`config.mk`:
```
export PLATFORM = sky130hd
export DESIGN_NAME = shared_mem_arbiter
export DESIGN_NICKNAME = d
export VERILOG_FILES = /design/src/rtl/cpu_arb_pkg.sv /design/src/rtl/mem_lat_timer.sv /design/src/rtl/shared_mem_arbiter.sv
export SDC_FILE = /design/constraint.sdc
export NUM_CORES = 1
export LEC_CHECK = 0
export ABC_AREA = 1
export BUFFER_PORTS_ARGS = -buffer_cell sky130_fd_sc_hd__buf_2
export CAP_MARGIN = 40
export CORE_AREA = 3 3 118 120
export DETAILED_ROUTE_END_ITERATION = 6
export DIE_AREA = 0 0 121 123
export PLACE_DENSITY = 0.85
export RECOVER_POWER = 50
export SYNTH_ARGS = -nofsm -noshare
export SYNTH_HDL_FRONTEND = slang
export SYNTH_SLANG_ARGS = --single-unit
```
`constraint.sdc`:
```
create_clock -name clk_i -period 2 [get_ports clk_i]
set_clock_uncertainty 0.1 [all_clocks]
set_input_delay 0 -clock clk_i [delete_from_list [all_inputs] [get_ports clk_i]]
set_output_delay 0 -clock clk_i [all_outputs]
set_load 0.005 [all_outputs]
```
`src/rtl/cpu_arb_pkg.sv`:
```
// Shared types and widths for the IF/MEM shared-memory arbiter.
package cpu_arb_pkg;

  localparam int unsigned LAT_CNT_W = 4;
  localparam int unsigned STARVE_W  = 4;

  typedef enum logic [1:0] {IDLE, ISSUE, WAIT, RESP} arb_state_t;
  typedef enum logic {PORT_IF, PORT_DM} port_id_t;

endpackage

```
`src/rtl/mem_lat_timer.sv`:
```
// Loadable down-counter tracking the memory latency of the transaction in flight.
module mem_lat_timer
  import cpu_arb_pkg::*;
(
  input  logic                 clk_i,
  input  logic                 rst_i,
  input  logic                 load_i,
  input  logic [LAT_CNT_W-1:0] load_val_i,
  output logic                 done_o
);

  logic [LAT_CNT_W-1:0] cnt_q, cnt_d;

  always_comb begin
    cnt_d = cnt_q;
    if (load_i) begin
      cnt_d = load_val_i;
    end else if (cnt_q != '0) begin
      cnt_d = cnt_q - LAT_CNT_W'(1);
    end
  end

  always_ff @(posedge clk_i or negedge rst_i) begin
    if (!rst_i) begin
      cnt_q <= '0;
    end else begin
      cnt_q <= cnt_d;
    end
  end

  // High in the last wait cycle: the count reaches zero at the coming edge.
  assign done_o = (cnt_q <= LAT_CNT_W'(1));

endmodule

```
`src/rtl/shared_mem_arbiter.sv`:
```
// Shares one single-ported fixed-latency memory between IF and MEM, one access in flight.
// Define ARB_PERF_CNT_EN to add saturating stall and transaction counters.
module shared_mem_arbiter
  import cpu_arb_pkg::*;
#(
  parameter int unsigned ADDR_W     = 32,
  parameter int unsigned DATA_W     = 32,
  parameter int unsigned MEM_LAT    = 2,
  parameter int unsigned STARVE_MAX = 4
) (
  input  logic              clk_i,
  input  logic              rst_i,
  input  logic              if_req_i,
  input  logic [ADDR_W-1:0] if_addr_i,
  output logic              if_gnt_o,
  output logic              if_valid_o,
  output logic [DATA_W-1:0] if_rdata_o,
  input  logic              dm_req_i,
  input  logic              dm_we_i,
  input  logic [ADDR_W-1:0] dm_addr_i,
  input  logic [DATA_W-1:0] dm_wdata_i,
  output logic              dm_gnt_o,
  output logic              dm_valid_o,
  output logic [DATA_W-1:0] dm_rdata_o,
  output logic              mem_en_o,
  output logic              mem_we_o,
  output logic [ADDR_W-1:0] mem_addr_o,
  output logic [DATA_W-1:0] mem_wdata_o,
  input  logic [DATA_W-1:0] mem_rdata_i,
  output logic              stall_if_o,
  output logic              stall_mem_o
`ifdef ARB_PERF_CNT_EN
  ,
  output logic [31:0]       perf_if_stall_o,
  output logic [31:0]       perf_dm_stall_o,
  output logic [31:0]       perf_xact_o
`endif
);

  arb_state_t          state_q, state_d;
  port_id_t            win_q, win_d, arb_win;
  logic [ADDR_W-1:0]   addr_q, addr_d;
  logic [DATA_W-1:0]   wdata_q, wdata_d;
  logic [DATA_W-1:0]   if_rdata_q, if_rdata_d, dm_rdata_q, dm_rdata_d;
  logic                we_q, we_d, if_valid_q, if_valid_d, dm_valid_q, dm_valid_d;
  logic [STARVE_W-1:0] starve_q, starve_d;
  logic                if_elig, dm_elig, starved, arb_go, lat_load, lat_done;

  // A port is not eligible in the cycle its own response is delivered.
  assign if_elig = if_req_i & ~if_valid_q;
  assign dm_elig = dm_req_i & ~dm_valid_q;
  assign starved = (starve_q == STARVE_W'(STARVE_MAX));
  assign arb_go  = (state_q == IDLE) & (if_elig | dm_elig);
  assign arb_win = (dm_elig & ~(if_elig & starved)) ? PORT_DM : PORT_IF;

  always_ff @(posedge clk_i or negedge rst_i) begin
    if (!rst_i) begin
      state_q <= IDLE;
    end else begin
      state_q <= state_d;
    end
  end

  always_comb begin
    state_d = state_q;
    unique case (state_q)
      IDLE:    if (arb_go) state_d = ISSUE;
      ISSUE:   state_d = (MEM_LAT == 1) ? RESP : WAIT;
      WAIT:    if (lat_done) state_d = RESP;
      RESP:    state_d = IDLE;
      default: state_d = IDLE;
    endcase
  end

  always_comb begin
    mem_en_o = (state_q == ISSUE);
    mem_we_o = mem_en_o & we_q;
    if_gnt_o = mem_en_o & (win_q == PORT_IF);
    dm_gnt_o = mem_en_o & (win_q == PORT_DM);
    lat_load = mem_en_o;
  end

  always_comb begin
    win_d    = win_q;
    addr_d   = addr_q;
    wdata_d  = wdata_q;
    we_d     = we_q;
    starve_d = starve_q;
    if (arb_go) begin
      win_d   = arb_win;
      addr_d  = (arb_win == PORT_DM) ? dm_addr_i : if_addr_i;
      wdata_d = dm_wdata_i;
      we_d    = (arb_win == PORT_DM) & dm_we_i;
      if (arb_win == PORT_IF) begin
        starve_d = '0;
      end else if (if_elig && !starved) begin
        starve_d = starve_q + STARVE_W'(1);
      end
    end
    if_valid_d = (state_q == RESP) & (win_q == PORT_IF);
    dm_valid_d = (state_q == RESP) & (win_q == PORT_DM);
    if_rdata_d = if_rdata_q;
    dm_rdata_d = dm_rdata_q;
    if ((state_q == RESP) && !we_q) begin
      if (win_q == PORT_IF) begin
        if_rdata_d = mem_rdata_i;
      end else begin
        dm_rdata_d = mem_rdata_i;
      end
    end
  end

  always_ff @(posedge clk_i or negedge rst_i) begin
    if (!rst_i) begin
      win_q      <= PORT_IF;
      addr_q     <= '0;
      wdata_q    <= '0;
      we_q       <= 1'b0;
      starve_q   <= '0;
      if_valid_q <= 1'b0;
      dm_valid_q <= 1'b0;
      if_rdata_q <= '0;
      dm_rdata_q <= '0;
    end else begin
      win_q      <= win_d;
      addr_q     <= addr_d;
      wdata_q    <= wdata_d;
      we_q       <= we_d;
      starve_q   <= starve_d;
      if_valid_q <= if_valid_d;
      dm_valid_q <= dm_valid_d;
      if_rdata_q <= if_rdata_d;
      dm_rdata_q <= dm_rdata_d;
    end
  end

  mem_lat_timer u_lat_timer (
    .clk_i      (clk_i),
    .rst_i      (rst_i),
    .load_i     (lat_load),
    .load_val_i (LAT_CNT_W'(MEM_LAT - 1)),
    .done_o     (lat_done)
  );

  assign if_valid_o  = if_valid_q;
  assign dm_valid_o  = dm_valid_q;
  assign if_rdata_o  = if_rdata_q;
  assign dm_rdata_o  = dm_rdata_q;
  assign mem_addr_o  = addr_q;
  assign mem_wdata_o = wdata_q;
  assign stall_if_o  = if_req_i & ~if_valid_q;
  assign stall_mem_o = dm_req_i & ~dm_valid_q;

`ifdef ARB_PERF_CNT_EN
  logic [31:0] perf_if_q, perf_if_d, perf_dm_q, perf_dm_d, perf_xact_q, perf_xact_d;

  always_comb begin
    perf_if_d   = perf_if_q;
    perf_dm_d   = perf_dm_q;
    perf_xact_d = perf_xact_q;
    if (stall_if_o && (perf_if_q != '1)) perf_if_d = perf_if_q + 32'd1;
    if (stall_mem_o && (perf_dm_q != '1)) perf_dm_d = perf_dm_q + 32'd1;
    if (mem_en_o && (perf_xact_q != '1)) perf_xact_d = perf_xact_q + 32'd1;
  end

  always_ff @(posedge clk_i or negedge rst_i) begin
    if (!rst_i) begin
      perf_if_q   <= '0;
      perf_dm_q   <= '0;
      perf_xact_q <= '0;
    end else begin
      perf_if_q   <= perf_if_d;
      perf_dm_q   <= perf_dm_d;
      perf_xact_q <= perf_xact_d;
    end
  end

  assign perf_if_stall_o = perf_if_q;
  assign perf_dm_stall_o = perf_dm_q;
  assign perf_xact_o     = perf_xact_q;
`endif

endmodule
```
# == Yosys cells after proc, flatten, opt, wreduce, memory -nomap -nowiden ==
# Index checks and enable logic that the tools add are counted.
# word_totals
register_bits,142
output_inout_bits,136
wordCells,57
# op_classes
addsub,2
order_cmp,1
n_eq_ne,7
muxes,9
n_bitwise,16
n_reduce_logical,11
# ops
cell,count
32-bit 2-to-1 mux,1
4-bit 2-to-1 mux,4
1-bit AND,11
2-bit case mux with 4 select lines,1
2-bit AND reduction,4
"4-bit by 1-bit adder with 4-bit output, second input constant",1
"2-bit equality test, second input constant",2
"4-bit by 3-bit equality test with 1-bit output, second input constant",1
"4-bit by 1-bit <= comparator with 1-bit output, second input constant",1
2-bit 2-to-1 mux,2
"2-bit inequality test, second input constant",2
1-bit inverter,4
4-bit nonzero test,1
"4-bit by 1-bit subtractor with 4-bit output, second input constant",1
"2-bit by 1-bit equality test with 1-bit output, second input constant",1
1-bit logical AND,2
1-bit logical NOT,2
2-bit logical NOT,1
"2-bit by 1-bit inequality test with 1-bit output, second input constant",1
2-bit nonzero test,1
1-bit 2-to-1 mux,1
1-bit OR,1

# == Depth between registers and ports, before layout ==
# Gate-level depths: netlist of the first run.
# depth
word_depth,8
depth_mapped,10
ltp_nobuf,9

# == By module ==
# A second synthesis of the first run with hierarchy kept.
# unflattened
cells_unflattened,760
hier_area_um2,6397.4
# by_module_without_submodules
module,n_inst,cells_each,area_per_inst_um2
shared_mem_arbiter,1,727,6148.4
mem_lat_timer,1,33,249.0

# == Worst setup path after synthesis of the first run ==
# No wires, ideal clock.
# synth_timing
path_type,register to register
start,register state_q[0]
end,register starve_q[3]
t_arrival_ps,1234
setup_slack_ps,544
path_stages_with_launch,10
n_path_buf,0
path_cell_list,dfrtp_1 inv_1 ha_1 inv_1 nor2_2 inv_1 nor2_1 nand2_1 nand2_1 nor2_1
# synth_between
elab_chain_cells,3
# synth_rtl
item,line_no,text
start: declaration,shared_mem_arbiter.sv:40,"arb_state_t state_q, state_d;"
start signal: assignment,shared_mem_arbiter.sv:60,state_q <= state_d;
2-bit logical NOT,shared_mem_arbiter.sv:53,assign arb_go = (state_q == IDLE) & (if_elig | dm_elig);
1-bit AND,shared_mem_arbiter.sv:53,
2-bit AND reduction (no line),-,
end signal: assignment,shared_mem_arbiter.sv:129,starve_q <= starve_d;
end: declaration,shared_mem_arbiter.sv:46,"logic [STARVE_W-1:0] starve_q, starve_d;"
# Every way passes these cells.
# A chain may end at the register's enable or synchronous reset.

# == Worst setup path after layout of the first run ==
# layout_timing
start,"register if_valid_q, in the netlist if_valid_o"
end,"register addr_q[10], in the netlist mem_addr_o[10]"
# layout_between
elab_chain_cells,7
word_cells_on_any_way,9
cone_classes,mux (2); bitwise (7)
# layout_rtl
item,line_no,text
start: declaration,shared_mem_arbiter.sv:45,"logic we_q, we_d, if_valid_q, if_valid_d, dm_valid_q, dm_valid_d;"
start signal: assignment,shared_mem_arbiter.sv:130,if_valid_q <= if_valid_d;
1-bit inverter (*),shared_mem_arbiter.sv:50,assign if_elig = if_req_i & ~if_valid_q;
1-bit AND (*),shared_mem_arbiter.sv:50,
1-bit AND,shared_mem_arbiter.sv:54,assign arb_win = (dm_elig & ~(if_elig & starved)) ? PORT_DM : PORT_IF;
1-bit inverter,shared_mem_arbiter.sv:54,
1-bit AND,shared_mem_arbiter.sv:54,
1-bit 2-to-1 mux,shared_mem_arbiter.sv:54,
32-bit 2-to-1 mux,shared_mem_arbiter.sv:91,addr_d = (arb_win == PORT_DM) ? dm_addr_i : if_addr_i;
end signal: assignment,shared_mem_arbiter.sv:126,addr_q <= addr_d;
end: declaration,shared_mem_arbiter.sv:42,"logic [ADDR_W-1:0] addr_q, addr_d;"
# Mark *: on every way between the ends. The rest lies on a longest branch, timed or not.

==> results of run 1 <==
-- where the power goes --
| group | total (W) | internal (W) | switching [W] |
|---|---|---|---|
| Combinational | 0.00519 | 0.00198 | 0.00321 |
| Sequential | 0.00526 | 0.00432 | 0.000944 |
| Clock | 0.00356 | 0.00233 | 0.00124 |
| Total | 0.0140 | 0.00862 | 0.00539 |
-- per-layer routing --
| metal | up-vias | part of all wire, % |
|---|---|---|
| li1 | 3049 | - |
| met1 | 3109 | 36 |
| met2 | 505 | 47 |
| met3 | 129 | 10 |
| met4 | 0 | 6.3 |
| met5 | - | 0 |
-- what timing repair did --
| item | CTS | global route |
|---|---|---|
| endpoints found under the hold margin | 274 | 0 |
| setup buffers | 0 | 0 |
| hold buffers | 133 | 0 |
-- through the flow --
| step | instances | setup WS, ps |
|---|---|---|
| 4_1_cts | 1327 | 318 |
| 2_1_floorplan | 743 | 544 |
| 3_3_place_gp | 1162 | 423 |
| 3_5_place_dp | 1162 | 379 |
| 5_1_grt | 1327 | 114 |
| 6_report | 1327 | 250 |
-- how the worst max path moves through the flow --
stage	endpoint	slack, ps	start
final	mem_addr_o[10]$_DFFE_PN0P_	250	if_valid_o$_DFF_PN0_
after global routing	mem_addr_o[6]$_DFFE_PN0P_	110	rst_i
after CTS	dm_rdata_o[26]$_DFFE_PN0P_	320	rst_i
after detailed placement	starve_q[2]$_DFFE_PN0P_	380	state_q[1]$_DFFE_PN0P_
after global placement	mem_addr_o[25]$_DFFE_PN0P_	420	starve_q[0]$_DFFE_PN0P_
after floorplan	starve_q[3]$_DFFE_PN0P_	540	state_q[0]$_DFFE_PN0P_
-- layout make-up --
| class | count | area [um2] | area share (%) |
|---|---|---|---|
| Timing Repair Buffer | 411 | 2700 | 28.1 |
| Clock inverter | 12 | 205 | 2.14 |
| Sequential cell | 142 | 3550 | 37.1 |
| Clock buffer | 20 | 467 | 4.87 |
| Inverter | 119 | 447 | 4.66 |
| Multi-Input combinational cell | 447 | 2000 | 20.9 |
| Tap cell | 176 | 220 | 2.30 |
-- worst max-delay path: stages (launching register included) --
cell and delay (ps):
dfrtp_1 410, nor2_1 320, nand3_4 150, nand2_4 320, nand2_1 110, nand3_1 110, nand2_1 90
-- logic make-up (layout without fill, tap and decap cells) --
group	after synthesis	in the layout	share of synthesized area (%)
adders and majority gates	9	9	1.81
DFF	142	142	57.0
and+or+nand+nor	359	359	23.8
xor gates and xnor gates	2	2	0.281
buffers and inverters	154	562	10.8
AOI/OAI and AO/OA	77	77	6.34
-- registers in the layout (all words and copies together) (netlist names) --
register / count
starve_q: 4
mem_wdata_o: 32
u_lat_timer.cnt_q: 4
if_rdata_o: 32
we_q: 1
mem_addr_o: 32
state_q: 2
dm_valid_o: 1
dm_rdata_o: 32
win_q: 1
if_valid_o: 1
-- cells in the final DEF, fill, tap and decap left out, types with 3 or more instances in the layout --
cell type and count:
dfrtp_1 142, nand2_2 5, o21ai_0 71, buf_12 6, nand3_1 67, inv_1 117
buf_2 164, nand2_1 272, bufinv_16 5, nor2_1 9, dlygate4sd3_1 133, ha_1 9
clkbuf_1 104, clkbuf_8 3, clkbuf_16 17
==> summary.md, run 1 <==
| Metric | Value |
|---|---|
| Grt ovf | `0` |
| DP Wirelength | `about 12000 um` |
| Clk_lat worst skew | `about 400 ps` |
| Setup TNS | `0 ps` |
| Worst Hold Slack | `49.5 ps` |
| Slew HR | `about three fifths` |
| Outcome | `finished, final reports clean` |
| RSZ-0062 raised after global routing | `no` |
| Worst Tran Pin Value | `600 ps` |
| Critical Path AT | `1930 ps` |
| PwrDens | `about 1500 nW/um2` |
| Max Fanout on Critical Path | `33` |
| Initial DRT Pass Iterations | `7` |
| Top cells by count, synth | `272 x nand2_1, 142 x dfrtp_1, 117 x inv_1` |
| Vias | `roughly 6800` |
| Diodes inserted | `0` |
| First-pass GRT wire length | `between 30000 and 40000 um` |
| GR Util All Layers | `30.7%` |
| Post-synth top area share | `57.0%` |
| Cell Area, Synth | `~6200 um2` |
| Async SR Flop Fraction | `100%` |
| Ports | `around 270` |
| Synthesized flop and latch total | `142` |
| Post-route cell area | `9590 um2` |
| # DRC | `0` |
| Flop-to-flop setup slack | `between 200 and 250 ps` |
| Remaining antenna violation count | `0` |
| Vias per inst | `5.12` |
| Cts repair resizes | `0` |
| Post-synth EDFFs | `0` |
| Area Growth Syn to Fin | `53.8%` |
| F_max | `about 0.57 GHz` |
| Met3 usage | `9.84%` |
| Post-Synthesis Cells | `743` |
| Largest net degree at the start of global routing | `65` |
| GP Congestion | `roughly 0.8` |
| Initial antenna violation count | `0` |
| Most common cell in the synthesized netlist | `nand2_1` |
| HP Class | `in2reg` |
| Nets | `1280` |
| CP Launch Type | `register` |
| Final Cycle Share | `between 80% and 90%` |
| Ranking of synthesized cells by area | `dfrtp_1 57%, nand2_1 16%, inv_1 7.0%, o21ai_0 5.7%, nand3_1 5.4%` |
| TritonCTS buffer count | `17` |
| Post-Syn Nets | `between 800 and 900` |
| Row cnt | `42` |
| # setup viols final | `0` |
| Worst-case reg-to-reg path depth | `6` |
| Clk sink count | `around 140` |
| Proportion of layout cells with a drive suffix above 1 | `18.9%` |
| Tmin final | `1750 ps` |
| Final hold viol count | `0` |
| Hold Crit Start | `dm_req_i` |
| Top FF cell, synth | `dfrtp_1` |
| Starting DRT DRC Count | `about 720` |
| Total chip power | `0.0140 W` |
| Sequential area share after synthesis | `57.0%` |
| Max VDD drop | `885 uV` |
| Initial core utilization | `a little under half` |
| Largest area contributor in the netlist | `dfrtp_1` |
| Most Crowded Layer GR | `met2` |
| Die H | `roughly 120 um` |
| WHS Path Cells | `6` |
| Hold Crit Endpoint | `we_q$_DFFE_PN0P_` |
| Core Box Area | `13100 um2` |
| Root Driver | `clkbuf_16` |
| Syn_area_per_cell | `roughly 8.4 um2` |
| Filler cell count | `879` |
| Lkg Pwr | `5.23 nW` |
| Vias in the first global route | `7146` |
| Synth Warn # | `0` |
| R2R Path Start | `if_valid_o$_DFF_PN0_` |
| CP required | `2180 ps` |
| Fin util | `about three quarters` |
| H-Tree Depth | `4` |
| MaxCap Viol Count | `0` |
| Bufs on Longest Clock Path | `2` |
| GR Util met1 | `34.3%` |
| Setup Crit Path Kind | `reg2reg` |
| DR WL/cell | `around 17 um` |
| Post-synth cell types | `25` |
| Critical R2R Capture | `mem_addr_o[10]$_DFFE_PN0P_` |
| Die ar. | `14900 um2` |
| TritonCTS clock tree | `done` |
| Die width | `121 um` |
| Drt total wl | `~23000 um` |
| Global-route met2 utilization | `50.2%` |
| Clock-pin transition on the worst setup and hold timing paths | `60 ps` |
| Slew Limit Fails | `0` |
| Placed cell areas | `between 7000 and 8000 um2` |
| IO buf count | `roughly 270` |
| Worst Setup End Kind | `register` |
Power figures use the tool's default switching activity.
==> run 2, diff against run 1 <==
Settings changed: RECOVER_POWER 50 to 100.
==> run 2 against run 1 <==
Net effect: sequential share of layout area hardly changed; final area fell by 0.10%; sequential power hardly changed; die area stayed put; via count increased by 0.77%; cell count stayed put; register-to-register slack is essentially flat; flip-flop and latch count is the same; setup slack worse by 12 ps; critical path depth stayed put; clock-buffer cell count stayed put.
==> summary.md, run 2 (synthesis gave the netlist of run 1 again) <==
| Metric | Value |
|---|---|
| Starting DRT DRC Count | `719 (+0.56%)` |
| Drt total wl | `22900 um (-0.12%)` |
| DP Wirelength | `11800 um (unchanged)` |
| Buf/Inv on CP | `0 (unchanged)` |
| Worst Tran Pin Value | `591 ps (-8.62 ps)` |
| Bufs on Longest Clock Path | `2 (unchanged)` |
| Vias per inst | `5.16 (+0.77%)` |
| GR Util All Layers | `30.7% (unchanged)` |
| Nets | `1280 (unchanged)` |
| Max Fanout on Critical Path | `33 (unchanged)` |
| # setup viols final | `0 (unchanged)` |
| Initial core utilization | `47.6% (unchanged)` |
| Setup Crit Path Kind | `reg2reg` |
| Clk_lat worst skew | `400 ps (about the same)` |
| Slew Limit Fails | `0 (unchanged)` |
| Tmin final | `1760 ps (+11.9 ps)` |
| Slew HR | `60.6% (+0.57 points)` |
| CP most frequent cell | `nand2_1` |
| Worst Hold Slack | `114 ps (+64.1 ps)` |
| Clock-pin transition on the worst setup and hold timing paths | `60 ps (about the same)` |
| Commonest cells after routing, fill and taps aside | `274 x nand2_1, 160 x buf_2, 142 x dfrtp_1` |
| Clk sink count | `142 (unchanged)` |
| Max VDD drop | `900 uV (+1.7%)` |
| Slowest CP cell | `dfrtp_1` |
| Die ar. | `14900 um2 (unchanged)` |
| CP peak stage delay | `410 ps (about the same)` |
| Worst Setup End Kind | `register` |
| MaxCap Viol Count | `0 (unchanged)` |
| Fin util | `73.2% (-0.077 points)` |
| Initial antenna violation count | `0 (unchanged)` |
| First-pass GRT wire length | `35700 um (unchanged)` |
| Initial DRT Pass Iterations | `6 (-1)` |
| GP Congestion | `0.785 (unchanged)` |
| PwrDens | `1460 nW/um2 (about the same)` |
| Vias in the first global route | `7146 (unchanged)` |
| Worst-path cell chain | `nor2_1 > nand3_4 > nand2_4 > nand2_1 > nand3_1 > nand2_1` |
| Setup TNS | `0 ps (unchanged)` |
| Row cnt | `42 (unchanged)` |
| Core Box Area | `13100 um2 (unchanged)` |
| RSZ-0062 raised after global routing | `no` |
| DR WL/cell | `17.2 um (-0.12%)` |
| Final Cycle Share | `88.1% (+0.59 points)` |
| # DRC | `0 (unchanged)` |
| Proportion of layout cells with a drive suffix above 1 | `18.2% (-0.61 points)` |
| IO buf count | `268 (unchanged)` |
| Outcome | `finished, final reports clean` |
| Diodes inserted | `0 (unchanged)` |
| Ports | `269 (unchanged)` |
| CP required | `2180 ps (about the same)` |
| Remaining antenna violation count | `0 (unchanged)` |
| Die H | `123 um (unchanged)` |
| HP Class | `in2reg` |
| TritonCTS clock tree | `done` |
| Lkg Pwr | `5.21 nW (-0.28%)` |
| Largest net degree at the start of global routing | `65 (unchanged)` |
| Die width | `121 um (unchanged)` |
| Cts repair resizes | `0 (unchanged)` |
| H-Tree Depth | `4 (unchanged)` |
| F_max | `0.568 GHz (-0.67%)` |
| Area Growth Syn to Fin | `53.7%` |
| Root Driver | `clkbuf_16` |
| Vias | `6844 (+0.77%)` |
| Grt ovf | `0 (unchanged)` |
| Top delay family on crit path | `simple AND/OR/NAND/NOR gates` |
| TritonCTS buffer count | `17 (unchanged)` |
| Final hold viol count | `0 (unchanged)` |
| CP Launch Type | `register` |
| Critical Path AT | `1940 ps (about the same)` |
| Commonest non-fill, non-tap cell in the layout | `nand2_1` |
-- run 2: cell types whose count changed in the layout (fill, tap and decap cells not counted), sizes merged --
cell	delta
buf	-4
clkbuf	+4
-- run 2: final cells by class --
type	instances	area, um2
multi-input cells	447	2000
repair buffers	411	2690
clock buffers	20	467
inverters	119	447
well taps	176	220
clock inverters	12	205
fillers	880	3510
flip-flops and latches	142	3550
-- run 2: path summary, 6_finish.rpt --
check	start	to	slack (ps)	depth (start not counted)
min	dm_req_i	state_q[1]$_DFFE_PN0P_	110	6
max in group asynchronous	rst_i	mem_addr_o[25]$_DFFE_PN0P_	300	4
max	if_valid_o$_DFF_PN0_	mem_addr_o[10]$_DFFE_PN0P_	240	6
min in group asynchronous	rst_i	if_rdata_o[24]$_DFFE_PN0P_	540	3
max reg2reg	if_valid_o$_DFF_PN0_	mem_addr_o[10]$_DFFE_PN0P_	240	6
min reg2reg	mem_wdata_o[31]$_DFFE_PN0P_	mem_wdata_o[31]$_DFFE_PN0P_	380	2
-- run 2: routing by layer --
metal,GRT usage (%),wire length [um]
met1,34.3,8180
met2,50.2,10800
met3,9.84,2430
met4,20.6,1430
met5,0,0
-- run 2: repair_timing --
item | in CTS | in global routing
hold buffers | 133 | 0
endpoints found under the setup margin | 0 | 0
endpoints found under the hold margin | 274 | 0
setup buffers | 0 | 0
-- run 2: report_power, final --
group / switching (W) / internal [W]
logic: 0.00321 / 0.00197
registers: 0.000937 / 0.00432
clock network: 0.00123 / 0.00233
total: 0.00538 / 0.00861
-- run 2: per-stage QoR --
step | total power, W | std cells | setup WS [ps] | cell area (um2)
floorplan | 0.00781 | 743 | 544 | 6230
finish | 0.0140 | 1327 | 238 | 9580
global placement | 0.00982 | 1162 | 423 | 7740
detailed placement | 0.0100 | 1162 | 379 | 7740
CTS | 0.0139 | 1327 | 318 | 9740
global route | 0.0149 | 1327 | 114 | 9580
-- run 2: worst min-delay path: cells and delay by family --
kind                   cells  cell delay [ps]
buffers and inverters      1               80
AO/OA/AOI/OAI              2              210
AND/OR/NAND/NOR            3              280
